## src/rtl/exu_lsu_pkg.sv

```systemverilog
// ----------------------------------------------------------------------------
// exu_lsu_pkg
// Shared definitions for the load/store stage:
//   - lsu_state_e : FSM encoding (IDLE / REQ / RESP)
//   - RD_*        : bit positions inside the 4-bit load-type field
//   - store_be_legal() : the set of byte-enable patterns a store may use
// ----------------------------------------------------------------------------
package exu_lsu_pkg;

    typedef enum logic [1:0] {
        ST_IDLE = 2'd0,
        ST_REQ  = 2'd1,
        ST_RESP = 2'd2
    } lsu_state_e;

    localparam int RD_B = 0;
    localparam int RD_H = 1;
    localparam int RD_W = 2;
    localparam int RD_U = 3;

    // Naturally aligned byte, half and word lanes only.
    function automatic logic store_be_legal(input logic [3:0] be);
        case (be)
            4'b0001, 4'b0010, 4'b0100, 4'b1000,
            4'b0011, 4'b1100, 4'b1111: return 1'b1;
            default:                   return 1'b0;
        endcase
    endfunction

endpackage

```

## src/rtl/exu_lsu_ldext.sv

```systemverilog
// ----------------------------------------------------------------------------
// exu_lsu_ldext
// Purely combinational load-data aligner and extender.
//   i_addr_lo : byte offset of the access (addr[1:0])
//   i_rdtype  : load type {unsigned, word, half, byte}
//   i_rdata   : raw 32-bit bus read data
//   o_data    : lane-extracted, sign/zero-extended result
// ----------------------------------------------------------------------------
module exu_lsu_ldext
    import exu_lsu_pkg::*;
(
    input  logic [1:0]  i_addr_lo,
    input  logic [3:0]  i_rdtype,
    input  logic [31:0] i_rdata,
    output logic [31:0] o_data
);

    logic [7:0]  w_byte;
    logic [15:0] w_half;
    logic        w_is_word;
    logic        w_sext;

    always_comb begin
        case (i_addr_lo)
            2'd0:    w_byte = i_rdata[7:0];
            2'd1:    w_byte = i_rdata[15:8];
            2'd2:    w_byte = i_rdata[23:16];
            default: w_byte = i_rdata[31:24];
        endcase
        w_half = i_addr_lo[1] ? i_rdata[31:16] : i_rdata[15:0];

        // A type field with neither byte nor half set is treated as a word.
        w_is_word = i_rdtype[RD_W] | ~(i_rdtype[RD_B] | i_rdtype[RD_H]);
        w_sext    = ~i_rdtype[RD_U];

        if (w_is_word) begin
            o_data = i_rdata;
        end else if (i_rdtype[RD_H]) begin
            o_data = {{16{w_half[15] & w_sext}}, w_half};
        end else begin
            o_data = {{24{w_byte[7] & w_sext}}, w_byte};
        end
    end

endmodule

```

## src/rtl/exu_lsu.sv

```systemverilog
// ----------------------------------------------------------------------------
// exu_lsu
// Load/store stage following the execute stage. Accepts one instruction at a
// time, runs the data-bus request/grant/response handshake, aligns/extends
// load data and issues a single-cycle registered writeback.
//   clk, rst_n          : clock, synchronous active-low reset
//   i_valid / o_ready   : upstream handshake (o_ready only in IDLE)
//   i_result            : writeback data for non-memory instructions
//   i_rd_wen/i_rd_addr  : destination register
//   i_mem_wen/i_mem_ren : store / load request (store wins if both)
//   i_mem_addr/_wdata   : effective address, lane-positioned store data
//   i_data_be           : store byte enables
//   i_mem_rdtype        : load type {U, W, H, B}
//   o_dbus_*            : data-bus request, held stable until i_dbus_gnt
//   i_dbus_rvalid/rdata : read response
//   o_wb_*              : register-file write, o_wb_valid pulses once
//   o_misalign          : qualifies o_wb_valid for a suppressed access
// ----------------------------------------------------------------------------
module exu_lsu
    import exu_lsu_pkg::*;
(
    input  logic        clk,
    input  logic        rst_n,
    input  logic        i_valid,
    output logic        o_ready,
    input  logic [31:0] i_result,
    input  logic        i_rd_wen,
    input  logic [4:0]  i_rd_addr,
    input  logic        i_mem_wen,
    input  logic        i_mem_ren,
    input  logic [31:0] i_mem_addr,
    input  logic [31:0] i_mem_wdata,
    input  logic [3:0]  i_data_be,
    input  logic [3:0]  i_mem_rdtype,
    output logic        o_dbus_req,
    output logic        o_dbus_we,
    output logic [31:0] o_dbus_addr,
    output logic [3:0]  o_dbus_be,
    output logic [31:0] o_dbus_wdata,
    input  logic        i_dbus_gnt,
    input  logic        i_dbus_rvalid,
    input  logic [31:0] i_dbus_rdata,
    output logic        o_wb_valid,
    output logic        o_wb_rd_wen,
    output logic [4:0]  o_wb_rd_addr,
    output logic [31:0] o_wb_rd_data,
    output logic        o_misalign
);

    lsu_state_e  r_state;
    lsu_state_e  w_state_nxt;

    // Latched request, held while the bus transaction is outstanding
    logic        r_is_store;
    logic [31:0] r_addr;
    logic [31:0] r_wdata;
    logic [3:0]  r_be;
    logic [3:0]  r_rdtype;
    logic        r_rd_wen;
    logic [4:0]  r_rd_addr;

    // Writeback register
    logic        r_wb_valid;
    logic        r_wb_rd_wen;
    logic [4:0]  r_wb_rd_addr;
    logic [31:0] r_wb_rd_data;
    logic        r_misalign;

    logic        w_accept;
    logic        w_is_store;
    logic        w_is_load;
    logic        w_ld_mis;
    logic        w_st_mis;
    logic        w_mis;
    logic [31:0] w_ld_data;

    assign w_accept   = i_valid && (r_state == ST_IDLE);
    assign w_is_store = i_mem_wen;
    assign w_is_load  = i_mem_ren && !i_mem_wen;
    assign w_ld_mis   = (i_mem_rdtype[RD_H] && i_mem_addr[0]) ||
                        (i_mem_rdtype[RD_W] && (i_mem_addr[1:0] != 2'd0));
    assign w_st_mis   = !store_be_legal(i_data_be);
    assign w_mis      = (w_is_load && w_ld_mis) || (w_is_store && w_st_mis);

    exu_lsu_ldext u_ldext (
        .i_addr_lo (r_addr[1:0]),
        .i_rdtype  (r_rdtype),
        .i_rdata   (i_dbus_rdata),
        .o_data    (w_ld_data)
    );

    // ---- FSM state register ----
    always_ff @(posedge clk) begin
        if (!rst_n) begin
            r_state <= ST_IDLE;
        end else begin
            r_state <= w_state_nxt;
        end
    end

    // ---- FSM next state and state-decoded outputs ----
    always_comb begin
        w_state_nxt = r_state;
        o_ready     = 1'b0;
        o_dbus_req  = 1'b0;
        case (r_state)
            ST_IDLE: begin
                o_ready = 1'b1;
                if (w_accept && (w_is_store || w_is_load) && !w_mis) begin
                    w_state_nxt = ST_REQ;
                end
            end
            ST_REQ: begin
                o_dbus_req = 1'b1;
                if (i_dbus_gnt) begin
                    w_state_nxt = r_is_store ? ST_IDLE : ST_RESP;
                end
            end
            ST_RESP: begin
                if (i_dbus_rvalid) begin
                    w_state_nxt = ST_IDLE;
                end
            end
            default: w_state_nxt = ST_IDLE;
        endcase
    end

    // ---- Request latch and writeback register ----
    always_ff @(posedge clk) begin
        if (!rst_n) begin
            r_is_store   <= 1'b0;
            r_addr       <= '0;
            r_wdata      <= '0;
            r_be         <= '0;
            r_rdtype     <= '0;
            r_rd_wen     <= 1'b0;
            r_rd_addr    <= '0;
            r_wb_valid   <= 1'b0;
            r_wb_rd_wen  <= 1'b0;
            r_wb_rd_addr <= '0;
            r_wb_rd_data <= '0;
            r_misalign   <= 1'b0;
        end else begin
            r_wb_valid  <= 1'b0;
            r_wb_rd_wen <= 1'b0;
            r_misalign  <= 1'b0;
            case (r_state)
                ST_IDLE: begin
                    if (w_accept) begin
                        if (w_mis) begin
                            // Suppressed access retires at once without a write.
                            r_wb_valid   <= 1'b1;
                            r_misalign   <= 1'b1;
                            r_wb_rd_addr <= i_rd_addr;
                            r_wb_rd_data <= i_result;
                        end else if (w_is_store || w_is_load) begin
                            r_is_store <= w_is_store;
                            r_addr     <= i_mem_addr;
                            r_wdata    <= i_mem_wdata;
                            r_be       <= w_is_store ? i_data_be : 4'b1111;
                            r_rdtype   <= i_mem_rdtype;
                            r_rd_wen   <= i_rd_wen;
                            r_rd_addr  <= i_rd_addr;
                        end else begin
                            r_wb_valid   <= 1'b1;
                            r_wb_rd_wen  <= i_rd_wen;
                            r_wb_rd_addr <= i_rd_addr;
                            r_wb_rd_data <= i_result;
                        end
                    end
                end
                ST_REQ: begin
                    if (i_dbus_gnt && r_is_store) begin
                        r_wb_valid   <= 1'b1;
                        r_wb_rd_addr <= r_rd_addr;
                    end
                end
                ST_RESP: begin
                    if (i_dbus_rvalid) begin
                        r_wb_valid   <= 1'b1;
                        r_wb_rd_wen  <= r_rd_wen;
                        r_wb_rd_addr <= r_rd_addr;
                        r_wb_rd_data <= w_ld_data;
                    end
                end
                default: ;
            endcase
        end
    end

    assign o_dbus_we    = r_is_store;
    assign o_dbus_addr  = r_addr;
    assign o_dbus_be    = r_be;
    assign o_dbus_wdata = r_wdata;
    assign o_wb_valid   = r_wb_valid;
    assign o_wb_rd_wen  = r_wb_rd_wen;
    assign o_wb_rd_addr = r_wb_rd_addr;
    assign o_wb_rd_data = r_wb_rd_data;
    assign o_misalign   = r_misalign;

endmodule

```

## config.mk

```make
export PLATFORM = sky130hd
export DESIGN_NAME = exu_lsu
export DESIGN_NICKNAME = d
export VERILOG_FILES = /design/src/rtl/exu_lsu_pkg.sv /design/src/rtl/exu_lsu_ldext.sv /design/src/rtl/exu_lsu.sv
export SDC_FILE = /design/constraint.sdc
export NUM_CORES = 1
export LEC_CHECK = 0
export BUFFER_PORTS_ARGS = -buffer_cell sky130_fd_sc_hd__buf_2
export CAP_MARGIN = 5
export CORE_ASPECT_RATIO = 1.4
export CORE_MARGIN = 5
export CORE_UTILIZATION = 43
export CTS_CLUSTER_DIAMETER = 100
export DETAILED_ROUTE_END_ITERATION = 8
export PLACE_DENSITY_LB_ADDON = 0.15
export SLEW_MARGIN = 20
export SYNTH_ARGS = -nofsm -noshare
export SYNTH_HDL_FRONTEND = slang
export SYNTH_SLANG_ARGS = --single-unit
```

## constraint.sdc

```tcl
create_clock -name clk -period 1.85 [get_ports clk]
set_input_delay 0.185 -clock clk [delete_from_list [all_inputs] [get_ports clk]]
set_output_delay 0.185 -clock clk [all_outputs]
set_load 0.02 [all_outputs]
```

Yosys cells after proc, flatten, opt, wreduce, memory -nomap -nowiden

Cells that the tools add are included.

Equality and inequality tests: 17
Reduce and logical (&&, ||, !) cells: 26
Bitwise operators: 7
Mux-type cells: 36

Operators by type and width:

| cell                                           | number |
|---|---|
| two-way mux 32 bit                             | 6 |
| case mux 32 bit (2 select lines)               | 1 |
| two-way mux 5 bit                              | 5 |
| case mux 8 bit (3 select lines)                | 1 |
| two-way mux 16 bit                             | 1 |
| case mux 5 bit (3 select lines)                | 1 |
| two-way mux 1 bit                              | 13 |
| == test 4 bit (second input constant)          | 3 |
| logical AND 1 bit                              | 9 |
| == test 4 x 2 -> 1 bit (second input constant) | 2 |
| two-way mux 2 bit                              | 4 |
| inequality test 2 bit (second input constant)  | 4 |
| AND reduction 4 bit                            | 2 |
| OR reduction 7 bit                             | 1 |
| case mux 2 bit (3 select lines)                | 1 |
| AND reduction 3 bit                            | 2 |
| AND reduction 5 bit                            | 1 |
| == test 2 x 1 -> 1 bit (second input constant) | 2 |
| == test 2 bit (second input constant)          | 2 |
| == test 4 x 1 -> 1 bit (second input constant) | 1 |
| == test 4 x 3 -> 1 bit (second input constant) | 1 |
| zero test 2 bit                                | 2 |
| two-way mux 4 bit                              | 1 |
| nonzero test 2 bit                             | 2 |
| 10 further kinds                               | 18 |

Bits of input ports: 149
Output and inout bits: 111
Register bits after elaboration: 121

Longest topological paths before layout

Word-level depth: 10
Depth in mapped cells: 9
Depth with buffers taken out: 7

Hierarchy

Synthesis repeated with hierarchy kept, for this count alone.

Cells, all modules: 676
Area, all modules: 5485.3 µm²

Modules (own cells, without submodules):

| module        | times used | area each (µm²) | cells an instance | seq. area each (µm²) |
|---|---|---|---|---|
| exu_lsu       | 1          | 4823.4          | 564               | 2422.3 |
| exu_lsu_ldext | 1          | 661.9           | 112               | 0.0 |

Least setup slack after synthesis

OpenSTA, ideal clock, no wires.

Path type: register to register
From: reg r_addr[1], in the netlist o_dbus_addr[1]
To: reg r_wb_rd_data[26], in the netlist o_wb_rd_data[26]
Arrival time: 1.898 ns
Cell stages (with the launch flop): 8
Library setup time: 0.072 ns
Slack: -0.120 ns
Required time: 1.778 ns
Cells stage by stage: dfxtp_1 > buf_2 > mux2_2 > nor2_1 > o41ai_2 > buf_2 > o221ai_1 > mux2i_1

Cells in the longest elaborated chain, start to end: 7
Elaborated cells between the ends (all ways): 11
Those cells by class: 2 x eq/ne; 6 x mux; 2 x bitwise; 1 x reduce/logical

RTL lines:

| item                                        | RTL line            | text |
|---|---|---|
| from (decl)                                 | exu_lsu.sv:55       | `logic [31:0] r_addr;` |
| from (signal assigned)                      | exu_lsu.sv:158      | `r_addr <= i_mem_addr;` |
| == test 2 bit, or another cell as far along | exu_lsu_ldext.sv:24 | `case (i_addr_lo)` |
| case mux 8 bit (3 select lines)             | exu_lsu_ldext.sv:24 |  |
| AND 1 bit                                   | exu_lsu_ldext.sv:41 | `o_data = {{24{w_byte[7] & w_sext}}, w_byte};` |
| two-way mux 32 bit (*)                      | exu_lsu_ldext.sv:38 | `end else if (i_rdtype[RD_H]) begin` |
| two-way mux 32 bit (*)                      | exu_lsu_ldext.sv:36 | `if (w_is_word) begin` |
| two-way mux 32 bit (*)                      | exu_lsu.sv:179      | `if (i_dbus_rvalid) begin` |
| case mux 32 bit (2 select lines) (*)        | exu_lsu.sv:147      | `case (r_state)` |
| to (signal assigned)                        | exu_lsu.sv:155      | `r_wb_rd_data <= i_result;` |
| to (signal assigned)                        | exu_lsu.sv:168      | `r_wb_rd_data <= i_result;` |
| to (signal assigned)                        | exu_lsu.sv:183      | `r_wb_rd_data <= w_ld_data;` |
| to (decl)                                   | exu_lsu.sv:66       | `logic [31:0] r_wb_rd_data;` |

Mark *: on every way between the ends. The rest lies on a longest branch, timed or not. The select of a mux whose other input is x is not followed.
A chain may end at the register's enable or synchronous reset.

Worst setup path after layout

From: reg r_state[0]
To: reg r_wb_rd_data[15], in the netlist o_wb_rd_data[15]

Cells in the longest elaborated chain, start to end: 4
Elaborated cells between the ends (all ways): 9
Those cells by class: 4 x eq/ne; 1 x mux; 4 x reduce/logical

RTL lines:

| item                            | RTL line                      | text |
|---|---|---|
| from (decl)                     | exu_lsu.sv:50                 | `lsu_state_e r_state;` |
| from (signal assigned)          | exu_lsu.sv:97                 | `r_state <= w_state_nxt;` |
| zero test 2 bit                 | exu_lsu.sv:77, exu_lsu.sv:147 |  |
| logical AND 1 bit               | exu_lsu.sv:77                 | `assign w_accept = i_valid && (r_state == ST_IDLE);` |
| inequality test 2 bit (no line) | --                            |  |
| AND reduction 4 bit (no line)   | --                            |  |

Several ways; a longest one is shown, not always the timed one.

==> results.yml <==
detailed_routing:
  route.detailed.wl_per_inst_microns: 17.3
  drt-vias-per-instance: 5.42
  antenna_violating_nets_post_route: 0
  first_pass_iters: 5
  vias: 6304
  drt-initial-drc-count: 356
  routed_wl_mm: 20.1
  drc: 0
die:
  floorplan.die.height_microns: 147
  dieArea_sq_um: 15800
  chipWidth_microns: 108
  effective_utilization_at_floorplan: 0.434
  ios: 260
  placement_row_count: 50
  placeableCoreArea_sq_um: 13300
sta:
  max_freq_mhz: 552
  crit_share_post_route: 0.979
  period_minus_slack_ps: 1810
  setup-violations-final: 0
  finalWorstSetupSlack_ps: 39.3
  max_slew_margin: 0.524
  rsz0062_at_grt: "yes"
  total_negative_setup_slack_ps: 0
  final_hold_viol_count: 0
  timing_max_transition_violations_final: 0
  worstMarginPinSlew_ps: 714
  clock-skew-final_ps: 6.96
pwr:
  p_total_w: 0.00851
  ir_drop_uv: 583
  p_leak_nw: 3.69
  power-per-cell-area_nw_per_um2: 1040
yosys:
  ys_ff_latch: 121
  synth_top_flop_cell: "sky130_fd_sc_hd__dfxtp_1"
  synth.yosys.seq_area_share: 0.420
  synth_async_sr_flop_share: 0
  postSynthCellCount: 710
  synth.cell_area_sq_um: 5760
  synthesis.yosys.warnings: 0
  postSynthNetCount: 863
  synth-edff-count: 0
  synthesis.area_per_instance_sq_um: 8.12
  yosysUniqueCellTypes: 44
  post-synth-top-area-cell: "sky130_fd_sc_hd__dfxtp_1"
  biggest_area_contributors_in_the_synthesized_netlist: "sky130_fd_sc_hd__dfxtp_1 (42%), sky130_fd_sc_hd__a21oi_1 (9.5%), sky130_fd_sc_hd__o21ai_0 (8.7%), sky130_fd_sc_hd__nand3_1 (6.9%), sky130_fd_sc_hd__mux2i_1 (6.8%)"
  synth_top_area_share: 0.420
global_route:
  antenna_violations_before_repair: 3
  gr-usage-all-layers: 0.243
  grt_pass1_wl_mm: 31.0
  grt_overflow_total: 0
  grt_pass1_vias: 6164
  maximum_number_of_pins_on_one_net_before_global_route_repair: 66
clock_tree:
  cts_sinks: 121
  inserted_clock_buffers: 17
  holdBufCountCts: 0
  clkTransAtPathRegs_ps: 60
  clock_tree.root_cell: "sky130_fd_sc_hd__clkbuf_16"
  htree_levels: 4
  cts_tree: "built"
  clk_latency_ps: 400
  cts_max_path_buffers: 2
layout:
  layout_common_cells: "sky130_fd_sc_hd__buf_2 (259), sky130_fd_sc_hd__dfxtp_1 (118), sky130_fd_sc_hd__a21oi_1 (108), sky130_fd_sc_hd__o21ai_0 (99), sky130_fd_sc_hd__nand3_1 (80)"
  num-fill-cells: 1280
  mostFrequentLayoutCell: "sky130_fd_sc_hd__buf_2"
  post_layout_nonfiller_instances: 1163
  layout-drive-gt1-share: 0.374
  area_delta_synth_final_pct: 42.6
  layout.area.seq_sq_um: 2430
  final_nets: 1121
  area_of_the_multi_input_gates_sq_um: 3060
min_path:
  min-delay-path-class: "primary input to flop"
worst_setup_path:
  worst-endpoint-arrival_ps: 2140
  worst-endpoint-required_ps: 2180
  path_max_fanout: 8
  cp-start-kind: "flop"
  worst_setup_path_end_kind: "flop"
  setup.worst_path.class: "flop to flop"
outcome:
  run_status: "finished clean"
place:
  dp_cells: 1127
  pre_cts_slack_ps: -122
  numPortBuffers: 259
  place_hpwl_mm: 14.5
  place_congestion: 0.898
run:
  max_cap_viol_count: 0
==> power by group <==
part | total [W] | switching [W] | internal [W]
Combinational | 0.00215 | 0.00128 | 0.000870
Clock | 0.00340 | 0.00124 | 0.00216
Sequential | 0.00296 | 0.000111 | 0.00285
==> per-layer routing <==
layer,wire length (microns),global-route usage,up-vias
met5,13,0,-
met4,544,0.0872,2
met3,1700,0.0782,32
met2,10300,0.421,242
met1,7560,0.276,2929
li1,-,-,3099
==> area by class of cell <==
cell class	instances	share of cell area
inverter	10	0.00457
multi-input combinational	505	0.373
clock buffer	18	0.0534
antenna	1	0.000305
sequential	121	0.295
tap	182	0.0277
timing repair buffer	313	0.225
clock inverter	13	0.0207
==> worst max-delay path: stages (launching register included) <==
cell,delay (ps)
sky130_fd_sc_hd__dfxtp_2,320
sky130_fd_sc_hd__inv_2,80
sky130_fd_sc_hd__ha_4,190
sky130_fd_sc_hd__o21ai_2,60
sky130_fd_sc_hd__a211o_1,270
sky130_fd_sc_hd__o211ai_1,280
sky130_fd_sc_hd__buf_4,220
sky130_fd_sc_hd__buf_12,140
sky130_fd_sc_hd__mux2i_1,180
==> path summary, 6_finish.rpt <==
| kind | start | end | slack (ps) | cells after the start |
|---|---|---|---|---|
| worst min register to register | o_wb_rd_data[24] | o_wb_rd_data[24] | 450 | 2 |
| worst max register to register | r_state[0] | o_wb_rd_data[15] | 40 | 8 |
| worst max-delay path | r_state[0] | o_wb_rd_data[15] | 40 | 8 |
| worst min-delay path | i_mem_wdata[8] | o_dbus_wdata[8] | 30 | 3 |
==> cells in the mapped netlist (all sizes together), types with 7 or more instances <==
library cell and count:
a21oi 109, a311oi 10, a31oi 15, a32o 7
and2 18, buf 11, clkbuf 63, dfxtp 121
inv 10, mux2i 39, nand2 41, nand2b 9
nand3 80, nor2 8, nor2b 17, o21ai 102
o221ai 17
==> flip-flops by register name, indices dropped and copies added (netlist names) <==
name          cells
r_rdtype          4
r_rd_addr         5
r_state           2
o_misalign        1
o_wb_valid        1
o_dbus_we         1
o_dbus_be         4
o_wb_rd_data     32
o_dbus_wdata     32
o_wb_rd_wen       1
o_dbus_addr      32
r_rd_wen          1
o_wb_rd_addr      5
==> repair_timing <==
action / 4_1_cts / 5_1_grt
setup endpoints to repair: 17 / 22
setup buffers: 1 / 1
gates resized for setup: 1 / 15
cloned: 0 / 2
pin swaps: 1 / 0
==> cell families (layout without fill, tap and decap cells) <==
family,after synthesis,after routing,share of synthesized area
adder cells (fa/ha/maj),4,4,0.00869
AO/OA/AOI/OAI,275,275,0.277
multiplexers,41,41,0.0717
buffers and inverters,84,354,0.0575
other,0,1,0
AND/OR/NAND/NOR,185,185,0.165
flip-flops,121,121,0.420
==> through the flow <==
stage | utilization | cell area [sq um] | hold slack [ps]
after floorplan | - | 5790 | 325
after global placement | 0.566 | 7510 | 438
after detailed placement | 0.566 | 7510 | 443
after CTS | 0.614 | 8140 | 12.2
after global routing | 0.620 | 8220 | 16.5
final | 0.620 | 8220 | 27.2
(Power assumes the default switching activity.)
